[src/rtl/ps2_rx_fifo.sv]
// ps2_rx_fifo: PS/2 keyboard receiver, E0/F0 folding, FWFT scan-code FIFO.
// Optional: define PS2_RX_TIMEOUT_EN to abort stalled partial frames.
module ps2_rx_fifo #(
    parameter int FIFO_DEPTH     = 8,
    parameter int SYNC_STAGES    = 2,
    parameter int DECODE_PREFIX  = 1,
    parameter int TIMEOUT_CYCLES = 50000
) (
    input  logic                         inclock,
    input  logic                         resetn,
    input  logic                         ps2_clock,
    input  logic                         ps2_data,
    input  logic                         rd_en,
    output logic                         rd_valid,
    output logic [9:0]                   rd_data,
    output logic [$clog2(FIFO_DEPTH):0]  fifo_count,
    output logic [7:0]                   last_data_received,
    output logic                         overflow,
    output logic                         parity_err,
    output logic                         frame_err,
    input  logic                         err_clear
);
    localparam int AW = $clog2(FIFO_DEPTH);
    localparam int CW = AW + 1;

    typedef enum logic [1:0] {IDLE, DATA, PARITY, STOP} state_t;

    state_t state, state_nx;

    logic [SYNC_STAGES-1:0] clk_sync, dat_sync;
    logic       clk_prev, fall, din;
    logic [7:0] shreg;
    logic [2:0] bit_cnt;
    logic       par_bit;
    logic       ext, brk;
    logic       timeout;
    logic       stop_evt, par_ok, frame_ok;
    logic       is_e0, is_f0, push, pop, full, wr_ok;
    logic [9:0] push_data;

    logic [9:0]    mem [FIFO_DEPTH];
    logic [AW-1:0] wr_ptr, rd_ptr;

    always_ff @(posedge inclock or negedge resetn) begin
        if (!resetn) begin
            clk_sync <= '1;
            dat_sync <= '1;
            clk_prev <= 1'b1;
        end else begin
            clk_sync <= {clk_sync[SYNC_STAGES-2:0], ps2_clock};
            dat_sync <= {dat_sync[SYNC_STAGES-2:0], ps2_data};
            clk_prev <= clk_sync[SYNC_STAGES-1];
        end
    end

    assign din  = dat_sync[SYNC_STAGES-1];
    assign fall = clk_prev & ~clk_sync[SYNC_STAGES-1];

`ifdef PS2_RX_TIMEOUT_EN
    localparam int TW = $clog2(TIMEOUT_CYCLES + 1);
    logic [TW-1:0] to_cnt;

    always_ff @(posedge inclock or negedge resetn) begin
        if (!resetn)
            to_cnt <= '0;
        else if (fall || state == IDLE)
            to_cnt <= '0;
        else if (!timeout)
            to_cnt <= to_cnt + TW'(1);
    end

    assign timeout = (state != IDLE) && (to_cnt == TW'(TIMEOUT_CYCLES));
`else
    // No watchdog: a partial frame waits for the next PS/2 edge forever.
    assign timeout = (TIMEOUT_CYCLES < 0);
`endif

    always_ff @(posedge inclock or negedge resetn) begin
        if (!resetn)
            state <= IDLE;
        else
            state <= state_nx;
    end

    always_comb begin
        state_nx = state;
        if (timeout) begin
            state_nx = IDLE;
        end else if (fall) begin
            unique case (state)
                IDLE:    if (!din) state_nx = DATA;
                DATA:    if (bit_cnt == 3'd7) state_nx = PARITY;
                PARITY:  state_nx = STOP;
                STOP:    state_nx = IDLE;
                default: state_nx = IDLE;
            endcase
        end
    end

    always_comb begin
        stop_evt  = fall && (state == STOP) && !timeout;
        par_ok    = ^{shreg, par_bit};
        frame_ok  = stop_evt && par_ok && din;
        is_e0     = (DECODE_PREFIX != 0) && (shreg == 8'hE0);
        is_f0     = (DECODE_PREFIX != 0) && (shreg == 8'hF0);
        push      = frame_ok && !is_e0 && !is_f0;
        push_data = {ext, brk, shreg};
    end

    always_ff @(posedge inclock or negedge resetn) begin
        if (!resetn) begin
            shreg   <= '0;
            bit_cnt <= '0;
            par_bit <= 1'b0;
        end else if (fall && !timeout) begin
            case (state)
                IDLE: bit_cnt <= '0;
                DATA: begin
                    shreg   <= {din, shreg[7:1]};
                    bit_cnt <= bit_cnt + 3'd1;
                end
                PARITY:  par_bit <= din;
                default: ;
            endcase
        end
    end

    // Prefix flags only ever set when folding is enabled (is_e0/is_f0).
    always_ff @(posedge inclock or negedge resetn) begin
        if (!resetn) begin
            ext                <= 1'b0;
            brk                <= 1'b0;
            last_data_received <= '0;
        end else if (frame_ok) begin
            last_data_received <= shreg;
            if (is_e0)
                ext <= 1'b1;
            else if (is_f0)
                brk <= 1'b1;
            else begin
                ext <= 1'b0;
                brk <= 1'b0;
            end
        end
    end

    assign rd_valid = (fifo_count != '0);
    assign full     = (fifo_count == CW'(FIFO_DEPTH));
    assign pop      = rd_en && rd_valid;
    assign wr_ok    = push && (!full || pop);
    assign rd_data  = rd_valid ? mem[rd_ptr] : '0;

    always_ff @(posedge inclock) begin
        if (wr_ok)
            mem[wr_ptr] <= push_data;
    end

    always_ff @(posedge inclock or negedge resetn) begin
        if (!resetn) begin
            wr_ptr     <= '0;
            rd_ptr     <= '0;
            fifo_count <= '0;
        end else begin
            if (wr_ok)
                wr_ptr <= wr_ptr + AW'(1);
            if (pop)
                rd_ptr <= rd_ptr + AW'(1);
            case ({wr_ok, pop})
                2'b10:   fifo_count <= fifo_count + CW'(1);
                2'b01:   fifo_count <= fifo_count - CW'(1);
                default: ;
            endcase
        end
    end

    // A fresh error in the clearing cycle keeps its flag set.
    always_ff @(posedge inclock or negedge resetn) begin
        if (!resetn) begin
            overflow   <= 1'b0;
            parity_err <= 1'b0;
            frame_err  <= 1'b0;
        end else begin
            overflow   <= (overflow & ~err_clear)
                        | (push & full & ~pop);
            parity_err <= (parity_err & ~err_clear)
                        | (stop_evt & ~par_ok);
            frame_err  <= (frame_err & ~err_clear)
                        | (stop_evt & ~din) | timeout;
        end
    end

endmodule

[config.mk]
export PLATFORM = sky130hd
export DESIGN_NAME = ps2_rx_fifo
export DESIGN_NICKNAME = d
export VERILOG_FILES = /design/src/rtl/ps2_rx_fifo.sv
export SDC_FILE = /design/constraint.sdc
export NUM_CORES = 1
export LEC_CHECK = 0
export BUFFER_PORTS_ARGS = -buffer_cell sky130_fd_sc_hd__buf_2
export CORE_AREA = 2 2 97 99
export DETAILED_ROUTE_END_ITERATION = 8
export DIE_AREA = 0 0 99 101
export GPL_ROUTABILITY_DRIVEN = 1
export MAX_ROUTING_LAYER = met4
export PLACE_DENSITY = 0.75
export SLEW_MARGIN = 10
export SYNTH_ARGS = -nofsm -noshare
export SYNTH_HDL_FRONTEND = slang
export SYNTH_SLANG_ARGS = --single-unit
[constraint.sdc]
create_clock -name inclock -period 5.2 [get_ports inclock]
set_input_delay 1.04 -clock inclock [delete_from_list [all_inputs] [get_ports inclock]]
set_output_delay 1.04 -clock inclock [all_outputs]
set_load 0.05 [all_outputs]
# Word-level counts from Yosys, hierarchy flattened
# Memories as Yosys holds them, arrays and structs flattened.
# Index checks and enable logic that the tools add are counted.
dict set report classes {
  n_addsub 5
  eq_ne 12
  muxes 11
  bitwise_logic 17
  reduce_logical 22
}
# op n
set op_table {}
lappend op_table {{$eq 8x8->1 const B} 2}
lappend op_table {{$mux 10} 1}
lappend op_table {{$reduce_and 2->1} 5}
lappend op_table {{$add 3x1->3 const B} 3}
lappend op_table {{$reduce_xor 9->1} 1}
lappend op_table {{$and 1x1->1} 8}
lappend op_table {{$pmux 2 s4} 1}
lappend op_table {{$pmux 4 s2} 1}
lappend op_table {{$logic_and 1x1->1} 7}
lappend op_table {{$eq 2x2->1 const B} 3}
lappend op_table {{$ne 2x2->1 const B} 3}
lappend op_table {{$not 1->1} 6}
lappend op_table {{$pmux 3 s2} 1}
lappend op_table {{$mux 1} 5}
lappend op_table {{$add 4x1->4 const B} 1}
lappend op_table {{$eq 2x1->1 const B} 2}
lappend op_table {{$eq 4x4->1 const B} 1}
lappend op_table {{$mux 2} 2}
lappend op_table {{$reduce_bool 2->1} 2}
lappend op_table {{$reduce_bool 4->1} 1}
lappend op_table {{$sub 4x1->4 const B} 1}
lappend op_table {{$eq 3x3->1 const B} 1}
lappend op_table {{$logic_not 1->1} 3}
lappend op_table {{$or 1x1->1} 3}
lappend op_table {{other kinds (3)} 3}
dict set report totals {
  register_bits 42
  ram_bits 80
  in_bits 6
  output_inout_bits 26
  mem_count 1
}
# name words width read_ports rd_clocked_by_memory_dff write_ports line
set memory_table {}
lappend memory_table {mem 8 10 1 0 1 41} ;# logic [9:0] mem [FIFO_DEPTH];

# Logic depth before layout (Yosys ltp)
# Gate-level depths: netlist of the first run.
dict set report logic_depth {
  ltp_word 10
  depth_mapped 11
}

# Worst setup path before layout of the first run
# Ideal clock, no wire load.
dict set report synth_path {
  path_type {reg-to-reg}
  start {register shreg[0]}
  end {memory mem[0][0] (enable)}
  arrival_ns 2.591
  setup_slack_ns 2.205
  stages_incl_launch_ff 6
  period_less_slack_ns 2.995
  cell_sequence {dfrtp_1 xnor3_1 a211o_1 mux2i_4 nand2_2 nor4_1}
}
dict set report synth_via {
  elab_chain_cells 8
  word_cells_on_any_way 12
  cone_classes {2 x eq/ne; 2 x mux; 8 x reduce/logical}
}
# item line
set synth_lines {}
lappend synth_lines {{start: declaration} 32} ;# logic [7:0] shreg;
lappend synth_lines {{start signal: assignment} 119} ;# shreg <= {din, shreg[7:1]};
lappend synth_lines {{$reduce_xor 9->1} 102} ;# par_ok = ^{shreg, par_bit};
lappend synth_lines {{$logic_and 1x1->1 (2 in a row)} 103} ;# frame_ok = stop_evt && par_ok && din;
lappend synth_lines {{$logic_and 1x1->1} 106} ;# push = frame_ok && !is_e0 && !is_f0;
lappend synth_lines {{$logic_and 1x1->1 (*)} 106}
lappend synth_lines {{$logic_and 1x1->1 (*)} 150} ;# assign wr_ok = push && (!full || pop);
lappend synth_lines {{$mux 1 (*)} 154} ;# if (wr_ok)
lappend synth_lines {{$mux 1 (implied by the code) (*)} 155} ;# mem[wr_ptr] <= push_data;
lappend synth_lines {{end: declaration} 41}
# Every way passes the cells marked *; elsewhere a longest branch is shown, timed or not.

# Worst setup path after layout of the first run
dict set report layout_path {
  start {register rd_ptr[1]}
  end {output rd_data[0]}
}
dict set report layout_via {
  elab_chain_cells 2
}
# item line
set layout_lines {}
lappend layout_lines {{start: declaration} 42} ;# logic [AW-1:0] wr_ptr, rd_ptr;
lappend layout_lines {{start signal: assignment} 167} ;# rd_ptr <= rd_ptr + AW'(1);
lappend layout_lines {{$mem_v2 8x10} n/a}
lappend layout_lines {{$mux 10} 151} ;# assign rd_data = rd_valid ? mem[rd_ptr] : '0;
lappend layout_lines {{end: declaration} 15} ;# output logic [9:0] rd_data,
# Every way passes these cells.

==> results by group, run 1 <==
Yosys
  • Unique masters post-synth: 42
  • Synth area leader: edfxtp_1
  • Cell Area, Synth: 0.00503 mm²
  • Avg Cell Area, Syn: 17.5 µm²
  • Cells after synthesis: 288
  • Yosys warning count: 0
  • Top cell type's share of synthesized area: between 40% and 50%
  • #FFs+latches synth: 122
  • Post-synthesis sequential area ratio: 68.7%
  • Syn nets: 305
  • Post-synthesis async set-or-reset flop share: 34.4%
  • Predominant post-synthesis flop cell: edfxtp_1
  • Synth top area cells: edfxtp_1, dfrtp_1, mux4_2
  • EDFF count, synth: 80

Finish
  • Final Non-Filler Cells: 457
  • Area growth from synthesis to layout: 17.3%
  • # nets final: 350
  • Most frequent cells in the layout: edfxtp_1, dfrtp_1, buf_2
  • Number of diodes: 0
  • Commonest non-fill, non-tap cell in the layout: edfxtp_1
  • Design Area, Final: 0.00590 mm²
  • Share of cells above drive strength 1: a little over a third
  • Core Util, Final: 65.8%

Worst setup path
  • R2r setup slk: approximately 2 ns
  • Critical R2R Capture: fifo_count[3]
  • Critical Path, Cell by Cell: mux4_2 > mux2i_1 > nor2_1 > buf_2
  • CP Capture Type: output pin
  • CP max stage delay: 0.96 ns
  • Required @ worst endpoint: about 4.2 ns
  • Data arrival, critical path: around 2.4 ns
  • FF-to-FF path depth: 10
  • Worst setup SP type: flip-flop
  • Slowest cell on the critical path: dfrtp_1
  • CP Class: reg -> out
  • Critical Path Fanout Max: 22
  • RR Startpoint: shreg[4]

Timing
  • Setup TNS: 0 ns
  • Setup repair after global routing missed its margin: no
  • Fin. Hold Viols: 0
  • Highest clock rate: 292 MHz
  • Fin crit period: 3.42 ns
  • Final setup violating endpoints: 0
  • Worst slew margin: between 20 and 30%
  • Clock skew: 0.00495 ns
  • Worst slew pin tran: 1.08 ns
  • Max-slew violations: 0
  • Period Utilization, post-route: 65.8%

Power and ir drop
  • Clock Power Share: 28.1%
  • Worst vdd ir: 0.321 mV
  • Sw Share: around 38%
  • Pwr Density: 654 mW/mm²
  • Gate power share: 33.5%
  • P_sw: 0.00145 W
  • Internal power: roughly 0.0024 W
  • Lkg Pwr: 2.30 nW
  • Sequential power share: 38.4%

Place
  • Area after DPL: ~0.0053 mm²
  • Port Buf Inserts: 31
  • Final GP Congestion: 0.718
  • Hpwl dp: 5680 µm
  • Placed cell count: 425

Worst hold path
  • Hold Path Cell Cnt: 0
  • Hold Crit Start: clk_sync[0]
  • Hold-critical path endpoint: clk_sync[1]
  • Type of the worst min-delay path: reg -> reg

GRT
  • Gr usage total: 20.3%
  • Initial antenna violation count: 0
  • First-pass GRT wire length: about 14000 µm
  • GRT Residual Overflow: 0
  • Vias in the first global route: 2720
  • Largest net degree at the start of global routing: 43

Routing
  • DR WL/cell: about 20 µm
  • First-pass DRT Iterations: 4
  • Antenna-violating nets left: 0
  • Routed WL: 9090 µm
  • Via Count: 2593
  • Post-route DRC: 0
  • Vias per cell: 5.67
  • Initial DRC Count: 165

Run status
  • Status: finished, final reports clean

Floorplan
  • Chip height: 101 µm
  • Core area: 0.00898 mm²
  • Die area: 0.0100 mm²
  • Die width: ~100 µm
  • Row count: 35
  • I/O Pins: 32
  • Initial Util: 56.1%

Clocking
  • Number of post-CTS setup repair buffers: 0
  • Inserted Clock Buffers: 17
  • Clk slew on worst S/H paths: 0.06 ns
  • Clk buf depth: 2
  • Cts repair resizes: 0
  • H-tree levels: 4
  • Clk_lat worst skew: ~0.52 ns
  • Root buf cell: clkbuf_8
  • Hold_buf cts: 0
  • Clk sink count: approximately 120
  • CTS tree: yes

Job
  • Max-cap violations: 0
[worst max-delay path by stage]
stage                         start            end  slack, ns  depth (start not counted)
after detailed placement   shreg[4]  fifo_count[3]       2.03                         10
final                     rd_ptr[1]     rd_data[0]       1.78                          4
after CTS                 rd_ptr[1]     rd_data[0]       1.74                          4
after global routing      rd_ptr[0]     rd_data[0]       1.66                          5
after floorplan            shreg[0]      mem[0][0]       2.21                          5
after global placement     shreg[4]  fifo_count[3]       2.12                         10
[area by class of cell]
class                      count  area, µm²
tap                          111        139
clock buffer                  19        442
sequential                   122       3460
clock inverter                13        120
inverter                      10       37.5
multi-input combinational    148       1530
fill                         624       3070
timing repair buffer          34        178
[cell usage after synthesis, drive strengths merged (3+ instances only)]
| master | n |
|---|---|
| buf | 3 |
| clkbuf | 5 |
| dfrtp | 37 |
| dfstp | 5 |
| edfxtp | 80 |
| ha | 10 |
| inv | 10 |
| mux2 | 21 |
| mux2i | 12 |
| mux4 | 20 |
| nand2 | 13 |
| nand3 | 3 |
| nor2 | 17 |
| nor3 | 6 |
| o21ai | 4 |
| o22ai | 3 |
| xnor2 | 9 |
[worst max-delay path: cells and delay by family, from the launching register on]
kind          cells  cell delay (ns)
buf+inv           1             0.21
simple gates      1             0.06
mux               2             0.64
flops             1             0.96
[metal layers]
layer | global-route usage (%) | part of all wire (%) | up-vias
met5 | - | 0 | -
met4 | 8.22 | 1.6 | 0
met3 | 5.20 | 3.6 | 15
met2 | 33.4 | 54 | 50
met1 | 24.1 | 40 | 1335
li1 | - | - | 1193
[registers in the layout, indices dropped and copies added (netlist names), 2 cells and up]
signal	flops
shreg	8
last_data_received	8
rd_ptr	3
wr_ptr	3
fifo_count	4
dat_sync	2
state	2
mem	80
clk_sync	2
bit_cnt	3
[cell families after synthesis]
family	share of synthesized area, %
compound gates	2.46
xor+xnor	2.83
fa+ha+maj	2.88
buf+inv	1.54
flops	68.7
mux	16.4
simple gates	5.20
[stage by stage]
stage | total power [W] | worst slack, ns | hold WS, ns
floorplan | 0.00249 | 2.21 | 0.345
global placement | 0.00276 | 2.12 | 0.346
detailed placement | 0.00280 | 2.03 | 0.348
CTS | 0.00390 | 1.74 | 0.360
global route | 0.00404 | 1.66 | 0.361
finish | 0.00386 | 1.78 | 0.360
[power by group through the flow]
stage | Sequential [W] | Clock, W | Combinational, W
finish | 0.00148 | 0.00109 | 0.00129
global route | 0.00151 | 0.00114 | 0.00139
CTS | 0.00149 | 0.00110 | 0.00131
detailed placement | 0.00150 | 0 | 0.00130
global placement | 0.00148 | 0 | 0.00128
floorplan | 0.00151 | 0 | 0.000972
Note: power is estimated with default switching activity, not from simulation.
==> run 2, diff against run 1 <==
- clock period: 5.2 -> 3.5 ns (I/O delays scaled with it)
==> results by group, run 2 (synthesis results as in run 1) <==
GRT
  • First-pass GRT wire length: 14800 µm (+3.9%)
  • Largest net degree at the start of global routing: 43 (unchanged)
  • Gr usage total: 20.9% (+0.61 points)
  • Initial antenna violation count: 0 (unchanged)
  • Vias in the first global route: 2706 (-0.51%)
  • GRT Residual Overflow: 0 (unchanged)

Clocking
  • Clk_lat worst skew: 0.51 ns (about the same)
  • Root buf cell: clkbuf_8
  • Cts repair resizes: 0 (unchanged)
  • Inserted Clock Buffers: 17 (unchanged)
  • H-tree levels: 4 (unchanged)
  • Hold_buf cts: 0 (unchanged)
  • Clk buf depth: 2 (unchanged)
  • CTS tree: yes
  • Number of post-CTS setup repair buffers: 0 (unchanged)
  • Clk slew on worst S/H paths: 0.06 ns (about the same)
  • Clk sink count: 122 (unchanged)

Timing
  • Hold_ws: 0.290 ns (-0.0699 ns)
  • Worst slew pin tran: 0.951 ns (-0.125 ns)
  • Fin crit period: 3.06 ns
  • Clock skew: 0.00786 ns (+0.00291 ns)
  • Fin. Hold Viols: 0 (unchanged)
  • Final setup violating endpoints: 0 (unchanged)
  • Period Utilization, post-route: between 80% and 90%
  • Setup repair after global routing missed its margin: no
  • Worst slew margin: 36.6% (+8.6 points)
  • Max-slew violations: 0 (unchanged)
  • Highest clock rate: 327 MHz
  • Setup TNS: 0 ns (unchanged)

Floorplan
  • Die width: 99 µm (unchanged)
  • Row count: 35 (unchanged)
  • Initial Util: 56.1% (unchanged)
  • Core area: 0.00898 mm² (unchanged)
  • I/O Pins: 32 (unchanged)
  • Die area: 0.0100 mm² (unchanged)
  • Chip height: 101 µm (unchanged)

Finish
  • Area growth from synthesis to layout: 19.4%
  • Number of diodes: 0 (unchanged)
  • Max reg flops: 80 (unchanged)
  • Fill cell count: 579 (-7.2%)
  • Seq. cell area: 0.00346 mm² (unchanged)
  • Design Area, Final: 0.00601 mm² (+1.8%)
  • Multi-input gate area: 0.00151 mm² (-1.3%)
  • Largest regs: mem: 80 flops, last_data_received: 8 flops, shreg: 8 flops
  • Top reg by flops: mem
  • Share of cells above drive strength 1: 35.5% (+0.52 points)
  • Most frequent cells in the layout: edfxtp_1, dfrtp_1, buf_2
  • # nets final: 359 (+2.6%)
  • Core Util, Final: 66.9% (+1.2 points)
  • Commonest non-fill, non-tap cell in the layout: edfxtp_1

Worst setup path
  • FF-to-FF path depth: 10 (unchanged)
  • Required @ worst endpoint: 3.89 ns (-0.27 ns)
  • Critical Path Fanout Max: 14 (-36%)
  • Data arrival, critical path: 3.45 ns (+1.07 ns)
  • Worst setup SP type: flip-flop
  • CP Capture Type: flip-flop
  • CP Class: reg -> reg

Worst hold path
  • Hold Path Cell Cnt: 1 (+1)
  • Type of the worst min-delay path: in -> reg

Place
  • Port Buf Inserts: 31 (unchanged)
  • Area after DPL: 0.00539 mm² (+0.89%)
  • Final GP Congestion: 0.742 (+3.3%)
  • Hpwl dp: 5480 µm (-3.5%)

Routing
  • Via Count: 2660 (+2.6%)
  • DR WL/cell: 19.7 µm (-0.87%)
  • Initial DRC Count: 251 (+52%)
  • Vias per cell: 5.71 (+0.60%)
  • Antenna-violating nets left: 0 (unchanged)
  • Post-route DRC: 0 (unchanged)
  • First-pass DRT Iterations: 4 (unchanged)
  • Routed WL: 9190 µm (+1.1%)

Job
  • Max-cap violations: 0 (unchanged)

Power and ir drop
  • Worst vdd ir: 0.485 mV (+51%)
  • Pwr Density: 988 mW/mm² (+51%)
  • Lkg Pwr: 2.38 nW (+3.7%)

Run status
  • Status: finished, final reports clean
[run 2: cell types whose count changed in the layout (fill, tap and decap cells not counted)]
cell,delta
bufinv_16,+2
clkinv_2,-3
clkinvlp_4,-5
nor3_2,-4
inv_6,+3
inv_8,+3
nor3_1,+4
clkinv_4,+2
clkbuf_8,-2
buf_4,+9
[run 2: final timing paths]
path / from / end / slack (ns)
setup / recovery: shreg[2] / fifo_count[3] / 0.44
hold / removal: ps2_data / dat_sync[0] / 0.29
setup reg to reg: shreg[2] / fifo_count[3] / 0.44
hold reg to reg: clk_sync[0] / clk_sync[1] / 0.36
max in group asynchronous: resetn / wr_ptr[0] / 2.56
min in group asynchronous: resetn / bit_cnt[1] / 0.34
[run 2: area by class of cell]
| cell class | instances | share of cell area, % |
|---|---|---|
| timing repair buffer | 43 | 4.08 |
| multi-input combinational | 148 | 25.1 |
| clock buffer | 17 | 6.89 |
| tap | 111 | 2.31 |
| inverter | 10 | 0.625 |
| sequential | 122 | 57.6 |
| clock inverter | 15 | 3.41 |
[run 2: routing by layer]
metal / share of wire [%] / up-vias / track usage (%)
met2: 50 / 96 / 31.9
met4: 1.1 / 0 / 8.54
met3: 7.2 / 9 / 4.23
met5: 0 / - / -
met1: 42 / 1337 / 27.9
li1: - / 1218 / -
[run 2: worst max-delay path, cell delays in order, from the launching register on]
cell     delay (ns)
dfrtp_1        0.58
xor2_1         0.20
xnor3_2        0.49
mux2i_4        0.22
nor2_1         0.18
ha_1           0.27
a21o_1         0.18
a21o_1         0.18
or2_2          0.26
mux2_2         0.27
xnor2_1        0.12
[run 2: stage by stage]
| stage | setup slack, ns | instances | total power (W) |
|---|---|---|---|
| 2_1_floorplan | 0.505 | 288 | 0.00369 |
| 3_3_place_gp | 0.535 | 434 | 0.00413 |
| 3_5_place_dp | 0.466 | 434 | 0.00418 |
| 4_1_cts | 0.453 | 466 | 0.00599 |
| 5_1_grt | 0.289 | 466 | 0.00623 |
| 6_report | 0.443 | 466 | 0.00594 |
[run 2: report_power, final]
part / total, W / internal (W) / switching [W]
Sequential: 0.00214 / 0.00183 / 0.000314
Clock: 0.00179 / 0.00112 / 0.000678
Combinational: 0.00200 / 0.000776 / 0.00123
==> run 3, diff against run 2 <==
- ABC_AREA: not set -> 1
- CORE_AREA: 2 2 97 99 -> 2 2 98 100
- DIE_AREA: 0 0 99 101 -> 0 0 100 102
- GPL_TIMING_DRIVEN: not set -> 0
==> results by group, run 3 <==
Yosys
  • Synth area leader: edfxtp_1
  • EDFF count, synth: 80 (unchanged)
  • Unique masters post-synth: 34 (-19%)
  • Avg Cell Area, Syn: 11.3 µm² (-35%)
  • #FFs+latches synth: 122 (unchanged)
  • Post-synthesis sequential area ratio: 67.5% (-1.2 points)
  • Synth top area cells: edfxtp_1, dfrtp_1, o21ai_0
  • Yosys warning count: 0 (unchanged)
  • Top cells by count, synth: edfxtp_1, o21ai_0, nand2_1
  • Cells after synthesis: 454 (+58%)
  • Most numerous cell in the Yosys netlist: edfxtp_1
  • Syn nets: 471 (+54%)
  • Cell Area, Synth: 0.00512 mm² (+1.8%)
  • Post-synthesis async set-or-reset flop share: 34.4% (unchanged)
  • Predominant post-synthesis flop cell: edfxtp_1
  • Top cell type's share of synthesized area: 46.9% (-0.84 points)

GRT
  • GRT Residual Overflow: 0 (unchanged)
  • Initial antenna violation count: 0 (unchanged)
  • Gr usage total: 23.7% (+2.8 points)
  • Vias in the first global route: 3405 (+26%)
  • First-pass GRT wire length: 17100 µm (+15%)
  • Largest net degree at the start of global routing: 43 (unchanged)

Power and ir drop
  • Internal power: 0.00348 W (-6.4%)
  • Gate power share: 35.7% (+2.0 points)
  • Pwr Density: 973 mW/mm² (-1.6%)
  • Sw Share: 41.1% (+3.8 points)
  • Clock Power Share: 30.4% (+0.2 points)
  • Lkg Pwr: 2.43 nW (+1.9%)
  • Sequential power share: 33.9% (-2.2 points)
  • P_sw: 0.00243 W (+9.7%)
  • Worst vdd ir: 0.617 mV (+27%)

Finish
  • Top reg by flops: mem
  • Max reg flops: 80 (unchanged)
  • Number of diodes: 0 (unchanged)
  • Core Util, Final: 66.7% (-0.20 points)
  • Area growth from synthesis to layout: 18.7%
  • Most frequent cells in the layout: edfxtp_1, o21ai_0, nand2_1
  • Commonest non-fill, non-tap cell in the layout: edfxtp_1
  • Final Non-Filler Cells: 629 (+35%)
  • Share of cells above drive strength 1: 18.3% (-17 points)
  • Largest regs: mem: 80 flops, last_data_received: 8 flops, shreg: 8 flops
  • # nets final: 522 (+45%)

Place
  • Hpwl dp: 6890 µm (+26%)
  • Port Buf Inserts: 31 (unchanged)
  • Placed cell count: 597 (+38%)
  • Final GP Congestion: 0.824 (+11%)

Timing
  • Max-slew violations: 0 (unchanged)
  • Worst slew pin tran: 0.967 ns (+0.0161 ns)
  • Setup TNS: 0 ns (unchanged)
  • Period Utilization, post-route: 92.8% (+5.4 points)
  • Fin. Hold Viols: 0 (unchanged)
  • Highest clock rate: 308 MHz (-5.8%)
  • Final setup violating endpoints: 0 (unchanged)
  • Setup repair after global routing missed its margin: no
  • Clock skew: 0.00861 ns (+0.000752 ns)
  • Worst slew margin: 35.2% (-1.4 points)
  • Fin crit period: 3.25 ns (+0.190 ns)

Worst setup path
  • Critical Path, Cell by Cell: inv_1 > clkbuf_1 > nor2_1 > o22ai_1 > o21ai_1 > a31oi_1 > buf_2
  • Required @ worst endpoint: 2.80 ns (-1.09 ns)
  • CP max stage delay: 0.47 ns (-0.11 ns)
  • Data arrival, critical path: 2.55 ns (-0.90 ns)
  • CP Class: reg -> out
  • Slowest cell on the critical path: dfrtp_1
  • Worst setup SP type: flip-flop
  • Critical Path Fanout Max: 10 (-4)
  • CP Capture Type: output pin

Routing
  • Vias per cell: 5.57 (-2.4%)
  • Antenna-violating nets left: 0 (unchanged)
  • Post-route DRC: 0 (unchanged)
  • Routed WL: 11000 µm (+19%)
  • Via Count: 3505 (+32%)
  • DR WL/cell: 17.4 µm (-11%)
  • Initial DRC Count: 273 (+8.8%)
  • First-pass DRT Iterations: 5 (+1)

Clocking
  • Clk sink count: 122 (unchanged)
  • Hold_buf cts: 0 (unchanged)
  • Root buf cell: clkbuf_8
  • CTS tree: yes
  • H-tree levels: 4 (unchanged)
  • Number of post-CTS setup repair buffers: 0 (unchanged)
  • Clk buf depth: 2 (unchanged)
  • Cts repair resizes: 0 (unchanged)
  • Inserted Clock Buffers: 17 (unchanged)
  • Clk slew on worst S/H paths: 0.06 ns (about the same)
  • Clk_lat worst skew: 0.53 ns (+0.02 ns)

Floorplan
  • Die width: 100 µm (+1.0%)
  • Row count: 35 (unchanged)
  • Chip height: 102 µm (+0.99%)
  • Core area: 0.00911 mm² (+1.5%)
  • I/O Pins: 32 (unchanged)
  • Initial Util: 56.2% (+0.18 points)
  • Die area: 0.0102 mm² (+2.0%)

Run status
  • Status: finished, final reports clean

Worst hold path
  • Type of the worst min-delay path: in -> reg

Job
  • Max-cap violations: 0 (unchanged)
run 3: cell count changes in the layout (fill, tap and decap cells not counted), sizes merged, moves of 4 or more:
cell	delta
a31oi	+10
nand3	+7
clkinv	+4
mux2	-21
clkbuf	+15
mux4	-20
mux2i	-12
inv	+16
nor2	+50
o21ai	+72
nand2	+58
xnor2	-7
buf	-9
o22ai	+10
run 3: cell families (layout without fill, tap and decap cells):
| kind of cell | Yosys count | count (layout) | share of synthesized area (%) |
|---|---|---|---|
| and+or+nand+nor | 160 | 160 | 13.8 |
| DFF | 122 | 122 | 67.5 |
| AOI/OAI and AO/OA | 104 | 104 | 10.9 |
| buffers and inverters | 51 | 115 | 3.76 |
| adders and majority gates | 11 | 11 | 2.83 |
| xor gates and xnor gates | 6 | 6 | 1.17 |
run 3: per-layer routing:
| layer | part of all wire, % | track usage, % |
|---|---|---|
| met1 | 41 | 28.7 |
| met2 | 51 | 38.6 |
| met3 | 6.2 | 6.91 |
| met4 | 2.5 | 8.11 |
| met5 | 0 | - |
run 3: worst max-delay path, delay by kind of cell, from the launching register on:
| family | cells | cell delay, ns |
|---|---|---|
| buf+inv | 3 | 0.87 |
| compound gates | 3 | 0.56 |
| flops | 1 | 0.47 |
| simple gates | 1 | 0.11 |
run 3: path summary, 6_finish.rpt:
check / slack (ns) / startpoint / cells past startpoint / end
hold reg to reg: 0.36 / clk_sync[0] / 0 / clk_sync[1]
max in group asynchronous: 2.62 / resetn / 1 / wr_ptr[2]
setup / recovery: 0.25 / rd_ptr[0] / 7 / rd_data[7]
min in group asynchronous: 0.31 / resetn / 1 / bit_cnt[1]
hold / removal: 0.27 / ps2_data / 1 / dat_sync[0]
setup reg to reg: 0.49 / shreg[2] / 11 / mem[6][2]
run 3: power groups by stage:
stage	Sequential (W)	Clock (W)	Combinational (W)
6_report	0.00201	0.00180	0.00211
5_1_grt	0.00203	0.00187	0.00232
4_1_cts	0.00200	0.00181	0.00212
3_5_place_dp	0.00203	0	0.00210
3_3_place_gp	0.00201	0	0.00204
2_1_floorplan	0.00207	0	0.00147
run 3: stage by stage:
stage / power, W / instance area (µm²) / hold slack, ns / worst slack, ns
2_1_floorplan: 0.00354 / 5120 / 0.345 / 0.252
3_3_place_gp: 0.00405 / 5420 / 0.346 / 0.147
3_5_place_dp: 0.00412 / 5470 / 0.349 / 0.554
4_1_cts: 0.00593 / 6080 / 0.261 / 0.282
5_1_grt: 0.00622 / 6080 / 0.255 / 0.128
6_report: 0.00592 / 6080 / 0.270 / 0.254
run 3: cell type report:
| cell class | instances | area (µm²) |
|---|---|---|
| clock buffer | 17 | 414 |
| inverter | 34 | 128 |
| buffer | 17 | 65.1 |
| clock inverter | 15 | 200 |
| sequential | 122 | 3460 |
| timing repair buffer | 32 | 163 |
| multi-input combinational | 281 | 1510 |
| tap | 111 | 139 |
| fill | 644 | 3030 |
